**src/rtl/pressao_pkg.sv**
```systemverilog
// Shared constants, types and helpers for the pressure-sensor conditioner.
// Channel order follows the packing of the raw and filtered buses, SC in the low nibble.
package pressao_pkg;

  localparam int NUM_CANAIS = 7;
  localparam int LARGURA    = 4;
  localparam logic [LARGURA-1:0] COD_FALHA = 4'b1000;

  localparam int SC    = 0;
  localparam int S1    = 1;
  localparam int S2    = 2;
  localparam int S3    = 3;
  localparam int TUBSR = 4;
  localparam int TUBSS = 5;
  localparam int REA   = 6;

  typedef enum logic [1:0] {
    VAZIO,
    ENCHENDO,
    OPERANDO
  } estado_t;

  typedef logic signed [LARGURA-1:0] amostra_t;

  // Sign-extends a sample to the 6-bit width that holds the sum of four samples.
  function automatic logic signed [5:0] estende(input amostra_t a);
    return {{2{a[LARGURA-1]}}, a};
  endfunction

endpackage

```
**src/rtl/condicionador_pressao_if.sv**
```systemverilog
// Strobe, raw-sample and conditioned-output bundle between a sample source and the conditioner.
interface condicionador_pressao_if import pressao_pkg::*; ();

  logic                          amostraEn;
  logic                          limparFalha;
  logic [NUM_CANAIS*LARGURA-1:0] sensBruto;
  logic [NUM_CANAIS*LARGURA-1:0] sensPres;
  logic                          dadosValidos;
  logic [NUM_CANAIS-1:0]         falhaSensor;
  logic [NUM_CANAIS-1:0]         travado;
  logic                          alarmeSensor;

  modport master (
    output amostraEn, limparFalha, sensBruto,
    input  sensPres, dadosValidos, falhaSensor, travado, alarmeSensor
  );

  modport slave (
    input  amostraEn, limparFalha, sensBruto,
    output sensPres, dadosValidos, falhaSensor, travado, alarmeSensor
  );

endinterface

```
**src/rtl/canal_filtro.sv**
```systemverilog
// One pressure channel: 4-sample moving-average window, fault-code substitution
// with a sticky fault flag, and a stuck-value detector.
module canal_filtro import pressao_pkg::*; #(
  parameter int LIMITE_TRAVADO = 16
) (
  input  logic     clk,
  input  logic     rst_n,
  input  logic     i_amostra_en,
  input  logic     i_limpar_falha,
  input  amostra_t i_bruto,
  output amostra_t o_filtrado,
  output logic     o_falha,
  output logic     o_travado
);

  localparam int LARG_CONT = $clog2(LIMITE_TRAVADO + 1);
  localparam logic [LARG_CONT-1:0] LIMITE = LARG_CONT'(LIMITE_TRAVADO);

  amostra_t              r_janela [4];
  amostra_t              r_ultimo;
  logic [LARG_CONT-1:0]  r_cont;
  logic                  r_falha;
  logic                  r_travado;

  logic                  w_eh_falha;
  amostra_t              w_aceita;
  logic [LARG_CONT-1:0]  w_cont_prox;
  logic signed [5:0]     w_soma;

  // A fault code repeats the newest accepted sample, which is 0 straight after reset.
  assign w_eh_falha = (i_bruto == COD_FALHA);
  assign w_aceita   = w_eh_falha ? r_janela[0] : i_bruto;

  // NOTE: assign every always_comb output before any condition, otherwise a latch is inferred.
  always_comb begin
    w_cont_prox = LARG_CONT'(1);
    if (r_cont != '0 && i_bruto == r_ultimo)
      w_cont_prox = (r_cont == LIMITE) ? LIMITE : r_cont + 1'b1;
  end

  assign w_soma = estende(r_janela[0]) + estende(r_janela[1])
                + estende(r_janela[2]) + estende(r_janela[3]);
  assign o_filtrado = LARGURA'(w_soma >>> 2);

  // NOTE: sequential state uses non-blocking assignments so the window shifts as one register stage.
  always_ff @(posedge clk or negedge rst_n) begin
    if (!rst_n) begin
      // NOTE: the window is reset on purpose, a restart must refill from zero; bulk memories normally skip this.
      for (int i = 0; i < 4; i++) r_janela[i] <= '0;
      r_ultimo  <= '0;
      r_cont    <= '0;
      r_falha   <= 1'b0;
      r_travado <= 1'b0;
    end else begin
      if (i_amostra_en) begin
        r_janela[0] <= w_aceita;
        for (int i = 1; i < 4; i++) r_janela[i] <= r_janela[i-1];
        if (!w_eh_falha) begin
          r_ultimo  <= i_bruto;
          r_cont    <= w_cont_prox;
          r_travado <= (w_cont_prox == LIMITE);
        end
      end
      // A new fault wins over a simultaneous clear.
      if (i_amostra_en && w_eh_falha)
        r_falha <= 1'b1;
      else if (i_limpar_falha)
        r_falha <= 1'b0;
    end
  end

  assign o_falha   = r_falha;
  assign o_travado = r_travado;

endmodule

```
**src/rtl/condicionador_pressao.sv**
```systemverilog
// Seven-channel pressure conditioner: fill-control FSM, registered filtered outputs,
// one-cycle valid pulse per update and a registered sensor alarm.
module condicionador_pressao import pressao_pkg::*; #(
  parameter int LIMITE_TRAVADO = 16
) (
  input  logic                    clk,
  input  logic                    rst_n,
  condicionador_pressao_if.slave  bus
);

  logic [NUM_CANAIS*LARGURA-1:0] w_filtrado;
  logic [NUM_CANAIS-1:0]         w_falha;
  logic [NUM_CANAIS-1:0]         w_travado;

  estado_t                       r_estado;
  logic [1:0]                    r_enche;
  logic                          r_atualiza;
  logic [NUM_CANAIS*LARGURA-1:0] r_pres;
  logic                          r_valido;
  logic                          r_alarme;

  for (genvar c = 0; c < NUM_CANAIS; c++) begin : g_canal
    canal_filtro #(.LIMITE_TRAVADO(LIMITE_TRAVADO)) u_canal (
      .clk            (clk),
      .rst_n          (rst_n),
      .i_amostra_en   (bus.amostraEn),
      .i_limpar_falha (bus.limparFalha),
      .i_bruto        (bus.sensBruto[c*LARGURA +: LARGURA]),
      .o_filtrado     (w_filtrado[c*LARGURA +: LARGURA]),
      .o_falha        (w_falha[c]),
      .o_travado      (w_travado[c])
    );
  end

  // r_atualiza marks that the windows just took a sample while full; the
  // averaged result is latched one edge later together with the valid pulse.
  always_ff @(posedge clk or negedge rst_n) begin
    if (!rst_n) begin
      r_estado   <= VAZIO;
      r_enche    <= 2'd0;
      r_atualiza <= 1'b0;
      r_pres     <= '0;
      r_valido   <= 1'b0;
      r_alarme   <= 1'b0;
    end else begin
      r_atualiza <= 1'b0;
      if (bus.amostraEn) begin
        case (r_estado)
          VAZIO: begin
            r_estado <= ENCHENDO;
            r_enche  <= 2'd1;
          end
          ENCHENDO: begin
            r_enche <= r_enche + 2'd1;
            if (r_enche == 2'd3) begin
              r_estado   <= OPERANDO;
              r_atualiza <= 1'b1;
            end
          end
          OPERANDO: r_atualiza <= 1'b1;
          default:  r_estado   <= VAZIO;
        endcase
      end
      r_valido <= r_atualiza;
      if (r_atualiza) r_pres <= w_filtrado;
      r_alarme <= |{w_falha, w_travado};
    end
  end

  assign bus.sensPres     = r_pres;
  assign bus.dadosValidos = r_valido;
  assign bus.falhaSensor  = w_falha;
  assign bus.travado      = w_travado;
  assign bus.alarmeSensor = r_alarme;

endmodule

```
**src/flat_wrapper.sv**
```systemverilog
// flat-port wrapper written by rule: the top's interface ports become plain ports
module condicionador_pressao_flat import pressao_pkg::*;
#(
  parameter int LIMITE_TRAVADO = 16
)
  (clk, rst_n, bus_amostraEn, bus_limparFalha, bus_sensBruto, bus_sensPres, bus_dadosValidos, bus_falhaSensor, bus_travado, bus_alarmeSensor);
  condicionador_pressao_if bus_i ();
  input  logic clk;
  input  logic rst_n;
  input wire logic [$bits(bus_i.amostraEn)-1:0] bus_amostraEn;
  input wire logic [$bits(bus_i.limparFalha)-1:0] bus_limparFalha;
  input wire logic [$bits(bus_i.sensBruto)-1:0] bus_sensBruto;
  output wire logic [$bits(bus_i.sensPres)-1:0] bus_sensPres;
  output wire logic [$bits(bus_i.dadosValidos)-1:0] bus_dadosValidos;
  output wire logic [$bits(bus_i.falhaSensor)-1:0] bus_falhaSensor;
  output wire logic [$bits(bus_i.travado)-1:0] bus_travado;
  output wire logic [$bits(bus_i.alarmeSensor)-1:0] bus_alarmeSensor;
  assign bus_i.amostraEn = bus_amostraEn;
  assign bus_i.limparFalha = bus_limparFalha;
  assign bus_i.sensBruto = bus_sensBruto;
  assign bus_sensPres = bus_i.sensPres;
  assign bus_dadosValidos = bus_i.dadosValidos;
  assign bus_falhaSensor = bus_i.falhaSensor;
  assign bus_travado = bus_i.travado;
  assign bus_alarmeSensor = bus_i.alarmeSensor;
  condicionador_pressao #(.LIMITE_TRAVADO(LIMITE_TRAVADO)) u_core (.clk(clk), .rst_n(rst_n), .bus(bus_i));
endmodule
```
**config.mk**
```make
export PLATFORM = sky130hd
export DESIGN_NAME = condicionador_pressao_flat
export DESIGN_NICKNAME = d
export VERILOG_FILES = /design/src/rtl/pressao_pkg.sv /design/src/rtl/condicionador_pressao_if.sv /design/src/rtl/canal_filtro.sv /design/src/rtl/condicionador_pressao.sv /design/src/flat_wrapper.sv
export SDC_FILE = /design/constraint.sdc
export NUM_CORES = 1
export LEC_CHECK = 0
export BUFFER_PORTS_ARGS = -buffer_cell sky130_fd_sc_hd__clkbuf_2
export CAP_MARGIN = 10
export CORE_ASPECT_RATIO = 1.2
export CORE_MARGIN = 1.5
export CORE_UTILIZATION = 45
export CTS_BUF_LIST = sky130_fd_sc_hd__clkbuf_2 sky130_fd_sc_hd__clkbuf_4 sky130_fd_sc_hd__clkbuf_8
export CTS_CLUSTER_DIAMETER = 100
export CTS_CLUSTER_SIZE = 12
export DETAILED_ROUTE_END_ITERATION = 10
export GPL_TIMING_DRIVEN = 0
export HOLD_SLACK_MARGIN = 0.12
export PLACE_DENSITY = 0.71
export SLEW_MARGIN = 20
export SYNTH_ARGS = -nofsm -noshare
export SYNTH_HDL_FRONTEND = slang
export SYNTH_SLANG_ARGS = --single-unit
```
**constraint.sdc**
```tcl
create_clock -name clk -period 3.37 [get_ports clk]
set_clock_uncertainty 0.05 [all_clocks]
set_input_delay 0.674 -clock clk [delete_from_list [all_inputs] [get_ports clk]]
set_output_delay 0.674 -clock clk [all_outputs]
set_load 0.01 [all_outputs]
```
; Word level (Yosys, flattened, before mapping)
; Cells that the tools add are included.
[op_classes]
n_eq_ne = 32
n_mux = 28
bitwise_logic = 8
reduce_logical = 40
n_addsub = 29
[ops]
columns = cell, n
row1 = $eq 5x5->1 const B, 14
row2 = $mux 5, 14
row3 = $add 5x4->6, 7
row4 = $add 6x4->6, 7
row5 = $add 4x4->5, 7
row6 = $add 5x1->5 const B, 7
row7 = $reduce_bool 5->1, 7
row8 = $eq 4x4->1, 7
row9 = $eq 4x4->1 const B, 7
row10 = $reduce_and 2->1, 8
row11 = $reduce_bool 2->1, 8
row12 = $logic_and 1x1->1, 14
row13 = $reduce_or 14->1, 1
row14 = $mux 1, 10
row15 = $not 1->1, 8
row16 = $pmux 2 s3, 1
row17 = $eq 2x2->1 const B, 2
row18 = $pmux 2 s2, 1
row19 = $reduce_and 3->1, 1
row20 = $add 2x1->2 const B, 1
row21 = $eq 2x1->1 const B, 1
row22 = $logic_not 2->1, 1
row23 = $mux 2, 1
row24 = $ne 2x1->1 const B, 1
row25 = $pmux 1 s2, 1
[totals]
input_bits = 32
ff_bits = 196
out_inout_bits = 44
wordCells = 192

; Longest topological paths before layout
; Gate-level depths: netlist of the first run.
[logic_depth]
ltp_word = 4
ltp_mapped = 11
mapped_depth_nobuf = 11

; Cells and area by module
; Synthesis of the first run repeated with hierarchy kept, for this count alone.
[hier_totals]
hier_cells = 1110
area_unflattened_um2 = 11674.9
[by_module_without_submodules]
columns = module, cells_each, instances, area_per_inst_um2, seq_area_each_um2
row1 = canal_filtro at u_core.g_canal[1].u_canal ..., 146, 2, 1478.9, 575.6
row2 = canal_filtro at u_core.g_canal[5].u_canal ..., 149, 2, 1450.1, 575.6
row3 = canal_filtro at u_core.g_canal[3].u_canal ..., 146, 2, 1441.4, 575.6
row4 = condicionador_pressao, 91, 1, 1498.9, 875.8
row5 = canal_filtro at u_core.g_canal[0].u_canal, 137, 1, 1435.1, 575.6

; Worst setup path before layout of the first run
; Ideal clock, no wire load.
[synth_path]
path_type = reg-to-reg
start = reg u_core.g_canal[3].u_canal.r_janela[5] (netlist bit)
end = reg u_core.r_pres[15] (netlist: u_core.bus.sensPres[15])
synth_period_minus_slack_ns = 2.799
path_slack_ns = 0.571
setup_ns = 0.137
path_buffers = 0
required_time_ns = 3.183
arrival_time_ns = 2.612
path_stages_with_launch = 11
path_cell_list = dfrtp_1 -> inv_1 -> fa_1 -> fa_1 -> or3b_2 -> fa_1 -> inv_1 -> a21o_1 -> a21oi_1 -> xnor2_1 -> a21oi_1
[synth_between]
elab_chain_len = 2
[synth_lines]
columns = element, line
row1 = "start, declared", canal_filtro.sv:19  ; amostra_t r_janela [4];
row2 = $add 5x4->6, canal_filtro.sv:42  ; + estende(r_janela[2]) + estende(r_janela[3]);
row3 = $add 6x4->6, canal_filtro.sv:42
row4 = "end signal, assigned", condicionador_pressao.sv:65  ; if (r_atualiza) r_pres <= w_filtrado;
row5 = "end, declared", condicionador_pressao.sv:18  ; logic [NUM_CANAIS*LARGURA-1:0] r_pres;
; Every way passes these cells.
; A chain may end at the register's enable or synchronous reset.

; Worst setup path after layout of the first run
; Same ends and word-level chain as after synthesis.

==> results.md, run 1 <==
* Die area at 25720 µm²
* Vias in the first global route at 7958
* Number of port buffers at 75
* Simple-Gate Fraction of Synth Area at 0.1057
* Post-Route WL at 23.21 mm
* Setup TNS at 0 ps
* Clock Power Share at 0.198
* Clock Latency Late Sink at 480 ps
* Largest net degree at the start of global routing at 92
* Worst Tran Pin Value at 962.2 ps
* Mux share of post-synthesis cell area at 0.04930
* Initial core utilization at 0.4618
* GP Congestion at 0.8324
* Die width at 146.6 µm
* Post-synth EDFFs at 0
* CTS root buffer: clkbuf_8
* Num Clock Sinks at 196
* Max Freq at 327.8 MHz
* Post-CTS sizing at 0
* Gate power share at 0.427
* Num CTS Buffers at 17
* Post-Synth XOR/XNOR Area at 0.05581
* Max-cap violations at 0
* CP Data Arrival Time at 3330 ps
* Hold Fails Final Rpt at 0
* Syn avg cell area at 10.27 µm²
* Min cycle time layout at 3051 ps
* DR top layer: met4
* DR DRC count at 0
* GRT Total Usage at 0.1896
* Ant diodes at 0
* Vias per inst at 5.140
* Placed cell count at 1482
* Crit-path leading delay family: adder cells
* Utilization after layout at 0.5144
* Pwr dens at 647.1 nW/µm²
* Cell row count at 62
* Crit-path cells: inv_1 -> fa_1 -> fa_1 -> or3b_2 -> fa_1 -> inv_1 -> a21o_1 -> a21oi_1 -> xnor2_1 -> a21oi_1
* Met2 WL post-DR at 11.68 mm
* Number of detailed-route iterations in the first pass at 5
* Post-CTS Setup Bufs at 0
* Psw at 0.003047 W
* ANT nets after route at 0
* Adder-cell share of the synthesized area at 0.1581
* DP HPWL at 17.58 mm
* Design internal power at 0.004984 W
* P&R area growth vs syn at 11.39%
* GR Overflow Total at 0
* Final Setup Violations at 0
* IO Pins at 76
* Net Count, Synth at 1220
* Cell area after synthesis at 11140 µm²
* Fillers at 2179
* Crit path buf inv count at 2
* Met1 WL at 10.32 mm
* Reg power frac at 0.375
* Commonest non-fill, non-tap cell in the layout: dfrtp_1
* CTS HTree Levels at 4
* P_leak at 5.987 nW
* Initial DRC Count at 374
* Nets at 1317
* Hold WC Path Type: reg2reg
* Register area share after synthesis at 0.4402
* Gate count of the mapped netlist at 1085
* Layout Cells excl Fill at 1515
* Slew headroom at 0.3585
* Crit share post-route at 0.9052
* Area occupied by multi-input gates at 5343 µm²
* WS Path Type: reg2reg
* Crit end category: flip-flop
* Worst path most repeated cell: fa_1
* Reg clk slew, reported paths at 110 ps
* Avg WL per Cell at 15.32 µm
* Net Sw Frac at 0.3794
* WL met3 at 711 µm
* CP max FO at 2
* Max IR drop VDD at 0.0002353 V
* Compound-Gate Fraction of Synth Area at 0.1106
* Seq cells post-synth at 196
* Ys flop type: dfrtp_1
* Chip Height at 175.4 µm
* Final slew viol count at 0
* Core Box Area at 24130 µm²
* Post-synth ARST share at 1.000
* Layout cell share with drive strength beyond 1 at 0.1498
* CTS tree: done
* Via Count at 7787
* Slowest CP cell: or3b_2
* Initial antenna violation count at 0
* First-pass GRT wire length at 38.68 mm
* Outcome: finished, final reports clean
* Yosys warnings at 0
* Crit-path max cell delay at 480 ps
* Most frequent cells in the layout: dfrtp_1 (196), inv_1 (172), nand2_1 (111), o21ai_0 (96), clkbuf_2 (74)
* RSZ-0062 raised after global routing: no
* Max Root-Sink Buffers at 2
* Register area at 4905 µm²
* Largest family of logic cells by synthesized area: adder cells
* CP Launch Type: flip-flop
* Critical Path RT at 3640 ps
* Post-synthesis cell type count at 48
## cells in the mapped netlist, types with 18 or more instances
| master | instances | area (µm²) |
|---|---|---|
| a21oi_1 | 44 | 220.2 |
| clkbuf_1 | 21 | 78.83 |
| fa_1 | 63 | 1261 |
| nor2_1 | 27 | 101.4 |
| mux2_2 | 39 | 439.2 |
| ha_1 | 40 | 500.5 |
| nand2_1 | 111 | 416.7 |
| inv_1 | 172 | 645.6 |
| nand3_1 | 22 | 110.1 |
| a22o_1 | 18 | 157.7 |
| xnor2_1 | 43 | 376.6 |
| xor2_1 | 28 | 245.2 |
| dfrtp_1 | 196 | 4905 |
| o21ai_0 | 96 | 480.5 |
## final cells by class
class                   instances  area share
repair buffers                 78     0.03619
plain buffers                  48     0.02006
flip-flops and latches        196      0.3952
clock buffers                  17     0.01885
multi-input cells             669      0.4305
inverters                     172     0.05202
well taps                     320     0.03226
clock inverters                15     0.01492
## metrics by stage
step | area, µm² | setup slack, ps | hold slack, ps | total power [W]
2_1_floorplan | 11140 | 571.0 | 320.4 | 0.005567
3_3_place_gp | 11920 | -2242 | 373.1 | 0.006366
3_5_place_dp | 11980 | 333.1 | 372.8 | 0.006512
4_1_cts | 12410 | 331.3 | 378.5 | 0.008126
5_1_grt | 12410 | 212.3 | 395.8 | 0.008661
6_report | 12410 | 319.5 | 390.9 | 0.008030
## sequential cells by signal (all words and copies together), names as in the netlist
| register | count |
|---|---|
| u_core.g_canal.u_canal.r_janela | 84 |
| u_core.bus.alarmeSensor | 1 |
| u_core.g_canal.u_canal.r_ultimo | 28 |
| u_core.bus.dadosValidos | 1 |
| u_core.r_estado | 2 |
| u_core.r_atualiza | 1 |
| u_core.g_canal.u_canal.o_falha | 7 |
| u_core.g_canal.u_canal.o_travado | 7 |
| u_core.r_enche | 2 |
| u_core.bus.sensPres | 28 |
| u_core.g_canal.u_canal.r_cont | 35 |
## layer usage
metal / global-route usage / up-vias
met1: 0.2415 / 3918
met3: 0.03247 / 29
met2: 0.3286 / 117
met4: 0.06103 / 0
met5: 0 / -
li1: - / 3723
## logic make-up (layout without fill, tap and decap cells)
group                    count (synthesis)  count (layout)
adder cells (fa/ha/maj)                103             103
XOR/XNOR                                71              71
AND/OR/NAND/NOR                        239             239
multiplexers                            50              50
AO/OA/AOI/OAI                          206             206
flip-flops                             196             196
buffers and inverters                  220             330
## path summary, 6_finish.rpt
kind	end	start	slack (ps)	depth (start not counted)
setup / recovery	u_core.bus.sensPres[15]	u_core.g_canal[3].u_canal.r_janela[5]	320	10
hold / removal	u_core.bus.dadosValidos	u_core.r_atualiza	390	0
setup reg to reg	u_core.bus.sensPres[15]	u_core.g_canal[3].u_canal.r_janela[5]	320	10
hold reg to reg	u_core.bus.dadosValidos	u_core.r_atualiza	390	0
max in group asynchronous	u_core.g_canal[1].u_canal.r_janela[2]	rst_n	1560	4
min in group asynchronous	u_core.g_canal[5].u_canal.r_cont[2]	rst_n	620	2
## power groups by stage
stage	registers [W]	clock network, W	logic [W]
global route	0.00307	0.00172	0.00387
global placement	0.00305	0	0.00331
CTS	0.00302	0.00163	0.00347
floorplan	0.00308	0	0.00249
detailed placement	0.00307	0	0.00345
finish	0.00302	0.00159	0.00343
## what timing repair did
action	4_1_cts	5_1_grt
setup endpoints to repair	0	0
endpoints found under the hold margin	42	0
hold buffers	1	0
Power figures use the tool's default switching activity.
==> run 2: changes to the inputs <==
ABC_AREA = 1   (was default)
==> run 2 against run 1 <==
Compared with the run above: setup slack improved by 240 ps; routed wire length increased by 12%; hold slack got worse by 12 ps; via count increased by 11%; flip-flop and latch count unchanged; largest cell class unchanged; largest power group is now registers.
==> results.md, run 2 <==
* Max Freq at 355.5 MHz (+8.4%)
* Avg WL per Cell at 15.03 µm (-1.9%)
* Initial DRC Count at 501 (+34%)
* Ant diodes at 0 (unchanged)
* Number of port buffers at 74 (-1.3%)
* Net Sw Frac at 0.3835 (+0.004080)
* Via Count at 8659 (+11%)
* Die width at 148.4 µm (+1.2%)
* Crit share post-route at 0.8348 (-0.07045)
* Num Clock Sinks at 196 (unchanged)
* Top flop regs: u_core.g_canal.u_canal.r_janela x84, u_core.g_canal.u_canal.r_cont x35
* ANT nets after route at 0 (unchanged)
* Vias in the first global route at 8517 (+7.0%)
* Max-cap violations at 0 (unchanged)
* Placed cell area at 12260 µm² (+2.3%)
* Initial antenna violation count at 0 (unchanged)
* Hold WC Path Type: reg2reg
* Commonest non-fill, non-tap cell in the layout: nand2_1
* Final slew viol count at 0 (unchanged)
* WS Path Type: reg2reg
* Design internal power at 0.004604 W (-7.6%)
* Post-synth ARST share at 1.000 (unchanged)
* Post-Route WL at 25.91 mm (+12%)
* Max FFs per register at 84 (unchanged)
* Yosys warnings at 0 (unchanged)
* Max IR drop VDD at 0.0002737 V (+16%)
* CP Launch Type: flip-flop
* Crit end category: flip-flop
* Hold Path End: u_core.bus.dadosValidos
* Synth top area share at 0.4296 (-0.01061)
* Cell area after synthesis at 11420 µm² (+2.5%)
* CP Data Arrival Time at 3120 ps (-210 ps)
* Gate power share at 0.391 (-0.036)
* Non-Filler Cell Area, Final at 12670 µm² (+2.1%)
* GRT Total Usage at 0.2091 (+0.01944)
* Core Box Area at 24830 µm² (+2.9%)
* Initial core utilization at 0.4598 (-0.002016)
* R2R setup slack at 560 ps (+240 ps)
* P_leak at 6.521 nW (+8.9%)
* Clock Latency Late Sink at 480 ps (about the same)
* Seq cells post-synth at 196 (unchanged)
* CTS HTree Levels at 4 (unchanged)
* Psw at 0.002864 W (-6.0%)
* Largest net degree at the start of global routing at 93 (+1.1%)
* CTS tree: done
* Min-delay src: u_core.r_atualiza
* GP Congestion at 0.8892 (+6.8%)
* CTS root buffer: clkbuf_8
* Clock Power Share at 0.213 (+0.015)
* DP HPWL at 19.44 mm (+11%)
* Leading area contributor after synthesis: dfrtp_1
* Commonest cells in the synthesized netlist: nand2_1 (289), inv_1 (240), dfrtp_1 (196)
* Worst Tran Pin Value at 886.8 ps (-75.38 ps)
* Hold depth at 0 (unchanged)
* P&R area growth vs syn at 10.99%
* DR DRC count at 0 (unchanged)
* Number of detailed-route iterations in the first pass at 5 (unchanged)
* Hold Fails Final Rpt at 0 (unchanged)
* CP max FO at 3 (+1)
* Num CTS Buffers at 17 (unchanged)
* Chip Height at 177.5 µm (+1.2%)
* Gate count of the mapped netlist at 1290 (+19%)
* Post-synth EDFFs at 0 (unchanged)
* Fillers at 2293 (+5.2%)
* Syn avg cell area at 8.851 µm² (-14%)
* Vias per inst at 5.023 (-2.3%)
* IO Pins at 76 (unchanged)
* GR Overflow Total at 0 (unchanged)
* Critical Path RT at 3680 ps (+40 ps)
* First-pass GRT wire length at 42.95 mm (+11%)
* R2R Path End: u_core.bus.sensPres[7]
* RSZ-0062 raised after global routing: no
* Reg power frac at 0.396 (+0.021)
* Net Count, Synth at 1425 (+17%)
* Reg clk slew, reported paths at 100 ps (about the same)
* Nets at 1521 (+15%)
* Worst reg2reg startpoint: u_core.g_canal[1].u_canal.r_janela[5]
* Outcome: finished, final reports clean
* Slew headroom at 0.4088 (+0.05025)
* Post-synthesis cell type count at 37 (-23%)
* Die area at 26340 µm² (+2.4%)
* R2R cell count at 13 (+3)
* Register area share after synthesis at 0.4296 (-0.01061)
* Final Power at 0.007468 W (-7.0%)
* Synth area leaders: dfrtp_1 (43%), fa_1 (11%), nand2_1 (9.5%)
* Post-CTS Setup Bufs at 0 (unchanged)
* Top reg by flops: u_core.g_canal.u_canal.r_janela
* Ys flop type: dfrtp_1
* Final Setup Violations at 0 (unchanged)
* Max Root-Sink Buffers at 2 (unchanged)
* Layout cell share with drive strength beyond 1 at 0.1380 (-0.01184)
* Min cycle time layout at 2813 ps (-237.4 ps)
* Most frequent cells in the layout: nand2_1 (289), inv_1 (240), dfrtp_1 (196), o21ai_0 (132), clkbuf_2 (73)
* Cell row count at 63 (+1.6%)
* Pwr dens at 589.3 nW/µm² (-8.9%)
* Count leader, synth: nand2_1
[run 2: cell count changes in the layout (fill, tap and decap cells not counted), moves of 30 or more]
cell	previous run	this run
nand2_1	111	289
nand4_1	5	37
nand3_1	22	52
o21ai_0	96	132
mux2_2	39	0
inv_1	172	240
[run 2: cells by family after synthesis]
| family | share of synthesized area |
|---|---|
| simple gates | 0.1771 |
| flops | 0.4296 |
| buf+inv | 0.1118 |
| compound gates | 0.09107 |
| mux | 0.0008767 |
| xor+xnor | 0.03529 |
| fa+ha+maj | 0.1543 |
[run 2: layer usage]
| metal | routed length (µm) | GRT usage |
|---|---|---|
| met2 | 13000 | 0.3620 |
| met4 | 281 | 0.05363 |
| met3 | 1051 | 0.03136 |
| met5 | 0 | 0 |
| met1 | 11570 | 0.2750 |
[run 2: power by group through the flow]
stage               Sequential [W]  Combinational (W)  Clock [W]
floorplan                  0.00302            0.00204          0
global placement           0.00300            0.00281          0
detailed placement         0.00300            0.00292          0
CTS                        0.00296            0.00296    0.00163
global route               0.00301            0.00336    0.00171
finish                     0.00296            0.00292    0.00159
[run 2: critical path, stage by stage (launching register included)]
cell	delay, ps
dfrtp_1	360
inv_1	70
fa_1	520
inv_1	60
fa_1	520
nand2_1	60
nor2_1	120
inv_1	70
fa_1	350
inv_1	100
nand3_1	70
nand2_1	80
xor2_1	180
o21ai_0	100
[run 2: how the worst max path moves through the flow]
stage	from	end	slack, ps	depth (start not counted)
6_report	u_core.g_canal[1].u_canal.r_janela[5]	u_core.bus.sensPres[7]	560	13
5_1_grt	u_core.g_canal[2].u_canal.r_janela[5]	u_core.bus.sensPres[11]	340	13
3_5_place_dp	u_core.g_canal[0].u_canal.r_janela[5]	u_core.bus.sensPres[3]	550	13
4_1_cts	u_core.g_canal[0].u_canal.r_janela[5]	u_core.bus.sensPres[3]	530	13
2_1_floorplan	u_core.g_canal[2].u_canal.r_janela[1]	u_core.bus.sensPres[11]	810	13
3_3_place_gp	rst_n	u_core.g_canal[3].u_canal.r_cont[2]	-2290	1
[run 2: final cells by class]
cell class	count	area (µm²)	share of cell area
multi-input combinational	799	5236	0.4132
inverter	247	932.1	0.07356
buffer	48	344.1	0.02715
timing repair buffer	77	444.2	0.03505
clock buffer	19	255.2	0.02014
sequential	196	4905	0.3870
clock inverter	13	148.9	0.01175
tap	325	406.6	0.03209
[run 2: stage by stage]
stage | setup slack (ps) | TNS, ps | hold slack, ps | cells | util
finish | 556.9 | 0 | 379.4 | 1724 | 0.5104
global route | 340.7 | 0 | 380.7 | 1724 | 0.5104
CTS | 527.2 | 0 | 362.5 | 1724 | 0.5104
detailed placement | 546.5 | 0 | 339.9 | 1691 | 0.4937
global placement | -2289 | -444500 | 349.1 | 1689 | 0.4911
floorplan | 809.6 | 0 | 298.7 | 1290 | -
[run 2: repair_timing]
item | 4_1_cts | 5_1_grt
resized for setup | 0 | 0
hold buffers | 1 | 0
hold endpoints to repair | 43 | 0
==> run 3: changes to the inputs <==
ABC_AREA = 0   (was 1)
PLACE_DENSITY = 0.74   (was 0.71)
clock period = 2.5 ns   (was 3.37 ns; I/O delays follow)
==> run 3 against run 2 <==
Compared with the run above: the run now ends with negative setup slack left; register-to-register slack worse by 830 ps; hold slack lost 160 ps; design area increased by 1.1%; sequential power up 38%; non-clock buffer count rose by 23; critical path depth decreased by 3; largest cell class unchanged; largest power group is now combinational logic.
==> results.md, run 3 (synthesis gave the netlist of run 1 again) <==
* Initial antenna violation count at 0 (unchanged)
* CTS HTree Levels at 4 (unchanged)
* Violated checks: negative setup slack
* First-pass GRT wire length at 40.21 mm (-6.4%)
* Reg clk slew, reported paths at 100 ps (about the same)
* Fillers at 2087 (-9.0%)
* Largest net degree at the start of global routing at 69 (-26%)
* Most frequent cells in the layout: dfrtp_1 (196), inv_1 (143), nand2_1 (111), o21ai_0 (96), clkbuf_2 (75)
* Final Power at 0.01173 W (+57%)
* GP Congestion at 0.8596 (-3.3%)
* Crit end category: flip-flop
* Min cycle time layout at 2775 ps (-38.29 ps)
* RSZ-0062 raised after global routing: yes
* Clock Latency Late Sink at 490 ps (about the same)
* Worst Tran Pin Value at 960.2 ps (+73.32 ps)
* Max FFs per register at 84 (unchanged)
* Top reg by flops: u_core.g_canal.u_canal.r_janela
* Slowest CP cell: fa_1
* Setup TNS at -2886 ps (-2886 ps)
* Initial DRC Count at 384 (-23%)
* Nets at 1339 (-12%)
* Max IR drop VDD at 0.0004061 V (+48%)
* IO Pins at 76 (unchanged)
* Via Count at 7930 (-8.4%)
* Ant diodes at 0 (unchanged)
* Pwr dens at 915.1 nW/µm² (+55%)
* Num CTS Buffers at 17 (unchanged)
* P&R area growth vs syn at 15.00%
* Final setup margin at -274.8 ps (-831.7 ps)
* Crit-path leading delay family: adder cells
* Die width at 146.6 µm (-1.2%)
* CP Data Arrival Time at 3070 ps (-50 ps)
* ANT nets after route at 0 (unchanged)
* CTS root buffer: clkbuf_8
* P_leak at 6.113 nW (-6.3%)
* DP HPWL at 17.36 mm (-11%)
* CP Launch Type: flip-flop
* Layout cell share with drive strength beyond 1 at 0.2188 (+0.08079)
* Core Box Area at 24130 µm² (-2.8%)
* Outcome: finished with violations
* CP max FO at 2 (-1)
* Hold Fails Final Rpt at 0 (unchanged)
* GRT Total Usage at 0.1986 (-0.01044)
* Hold WC Path Type: in2reg
* Final Setup Violations at 24 (+24)
* Initial core utilization at 0.4618 (+0.002016)
* Avg WL per Cell at 15.89 µm (+5.8%)
* WS Path Type: reg2reg
* Chip Height at 175.4 µm (-1.2%)
* Critical Path RT at 2790 ps (-890 ps)
* Crit path buf inv count at 2 (-2)
* Cell row count at 62 (-1.6%)
* Post-Route WL at 24.41 mm (-5.8%)
* Crit-path max cell delay at 550 ps (+30 ps)
* GR Overflow Total at 0 (unchanged)
* Utilization after layout at 0.5311 (+0.02076)
* Max Freq at 360.4 MHz (+1.4%)
* Max-cap violations at 0 (unchanged)
* Crit share post-route at 1.110 (+0.2752)
* CTS tree: done
* DR DRC count at 0 (unchanged)
* Slew headroom at 0.3509 (-0.05790)
* Vias per inst at 5.163 (+2.8%)
* Fin Hold WS at 216.3 ps (-163.0 ps)
* Top flop regs: u_core.g_canal.u_canal.r_janela x84, u_core.g_canal.u_canal.r_cont x35
* Max Root-Sink Buffers at 2 (unchanged)
* Number of detailed-route iterations in the first pass at 5 (unchanged)
* Crit-path cells: inv_2 -> fa_1 -> fa_1 -> or3b_4 -> fa_2 -> inv_2 -> a21o_1 -> a21oi_2 -> xnor2_1 -> a21oi_1
* Vias in the first global route at 8185 (-3.9%)
* Final slew viol count at 0 (unchanged)
* Num Clock Sinks at 196 (unchanged)
* Number of port buffers at 75 (+1.4%)
* Die area at 25720 µm² (-2.4%)
* Commonest non-fill, non-tap cell in the layout: dfrtp_1
-- run 3: cell types whose count changed in the layout (fill, tap and decap cells not counted), moves of 16 or more --
cell     previous run  this run
nand4_1            37         5
mux2_2              0        33
nand2_1           289       111
nand3_1            52        22
o21ai_0           132        96
a22o_1              1        18
nor2b_1             0        16
inv_2               6        29
o21ai_1            18         0
inv_1             240       143
xnor2_1            23        39
buf_4              17        34
-- run 3: worst reg2reg max path: stages (launching register included) --
cell	delay (ps)
dfrtp_1	360
inv_2	50
fa_1	550
fa_1	410
or3b_4	400
fa_2	370
inv_2	60
a21o_1	110
a21oi_2	50
xnor2_1	160
a21oi_1	80
-- run 3: final timing paths --
kind                                                       start                                     to  slack [ps]  cells after the start
setup / recovery           u_core.g_canal[3].u_canal.r_janela[1]                u_core.bus.sensPres[15]        -270                     10
hold / removal                                 bus_sensBruto[22]  u_core.g_canal[5].u_canal.r_ultimo[2]         220                      3
setup reg to reg           u_core.g_canal[3].u_canal.r_janela[1]                u_core.bus.sensPres[15]        -270                     10
hold reg to reg                                u_core.r_atualiza                u_core.bus.dadosValidos         390                      0
max in group asynchronous                                  rst_n  u_core.g_canal[3].u_canal.r_janela[0]         830                      4
min in group asynchronous                                  rst_n    u_core.g_canal[5].u_canal.r_cont[3]         500                      2
-- run 3: final cells by class --
type / count / area (µm²) / area share
clock inverters: 13 / 162.7 / 0.01269
inverters: 172 / 645.6 / 0.05039
repair buffers: 100 / 621.8 / 0.04853
clock buffers: 18 / 247.7 / 0.01933
multi-input cells: 669 / 5580 / 0.4355
plain buffers: 48 / 250.2 / 0.01953
flip-flops and latches: 196 / 4905 / 0.3828
well taps: 320 / 400.4 / 0.03125
-- run 3: metrics by stage --
step,area (µm²),cells,setup WS (ps)
CTS,12680,1532,-273.7
detailed placement,12030,1482,-375.6
global placement,11970,1480,-2910
floorplan,11190,1085,-154.8
finish,12810,1536,-274.8
global route,12810,1536,-354.5
-- run 3: layer usage --
| metal | GRT usage | wire length, µm | vias to the layer above |
|---|---|---|---|
| li1 | - | - | 3752 |
| met1 | 0.2526 | 10470 | 4001 |
| met2 | 0.3377 | 12300 | 146 |
| met3 | 0.03740 | 1129 | 31 |
| met4 | 0.07365 | 514 | 0 |
| met5 | 0 | 0 | - |
-- run 3: power by group --
part | leakage [nW] | internal (W) | switching, W
logic | 3.47 | 0.00268 | 0.00278
clock network | 0.206 | 0.000948 | 0.00123
registers | 2.44 | 0.00370 | 0.000386
-- run 3: repair_timing --
item                                    CTS  global route
pin swaps                                55            40
endpoints found under the setup margin   26            26
resized for setup                        33            23
hold buffers                              1             0
buffers inserted                         18             4
hold endpoints to repair                 64             0
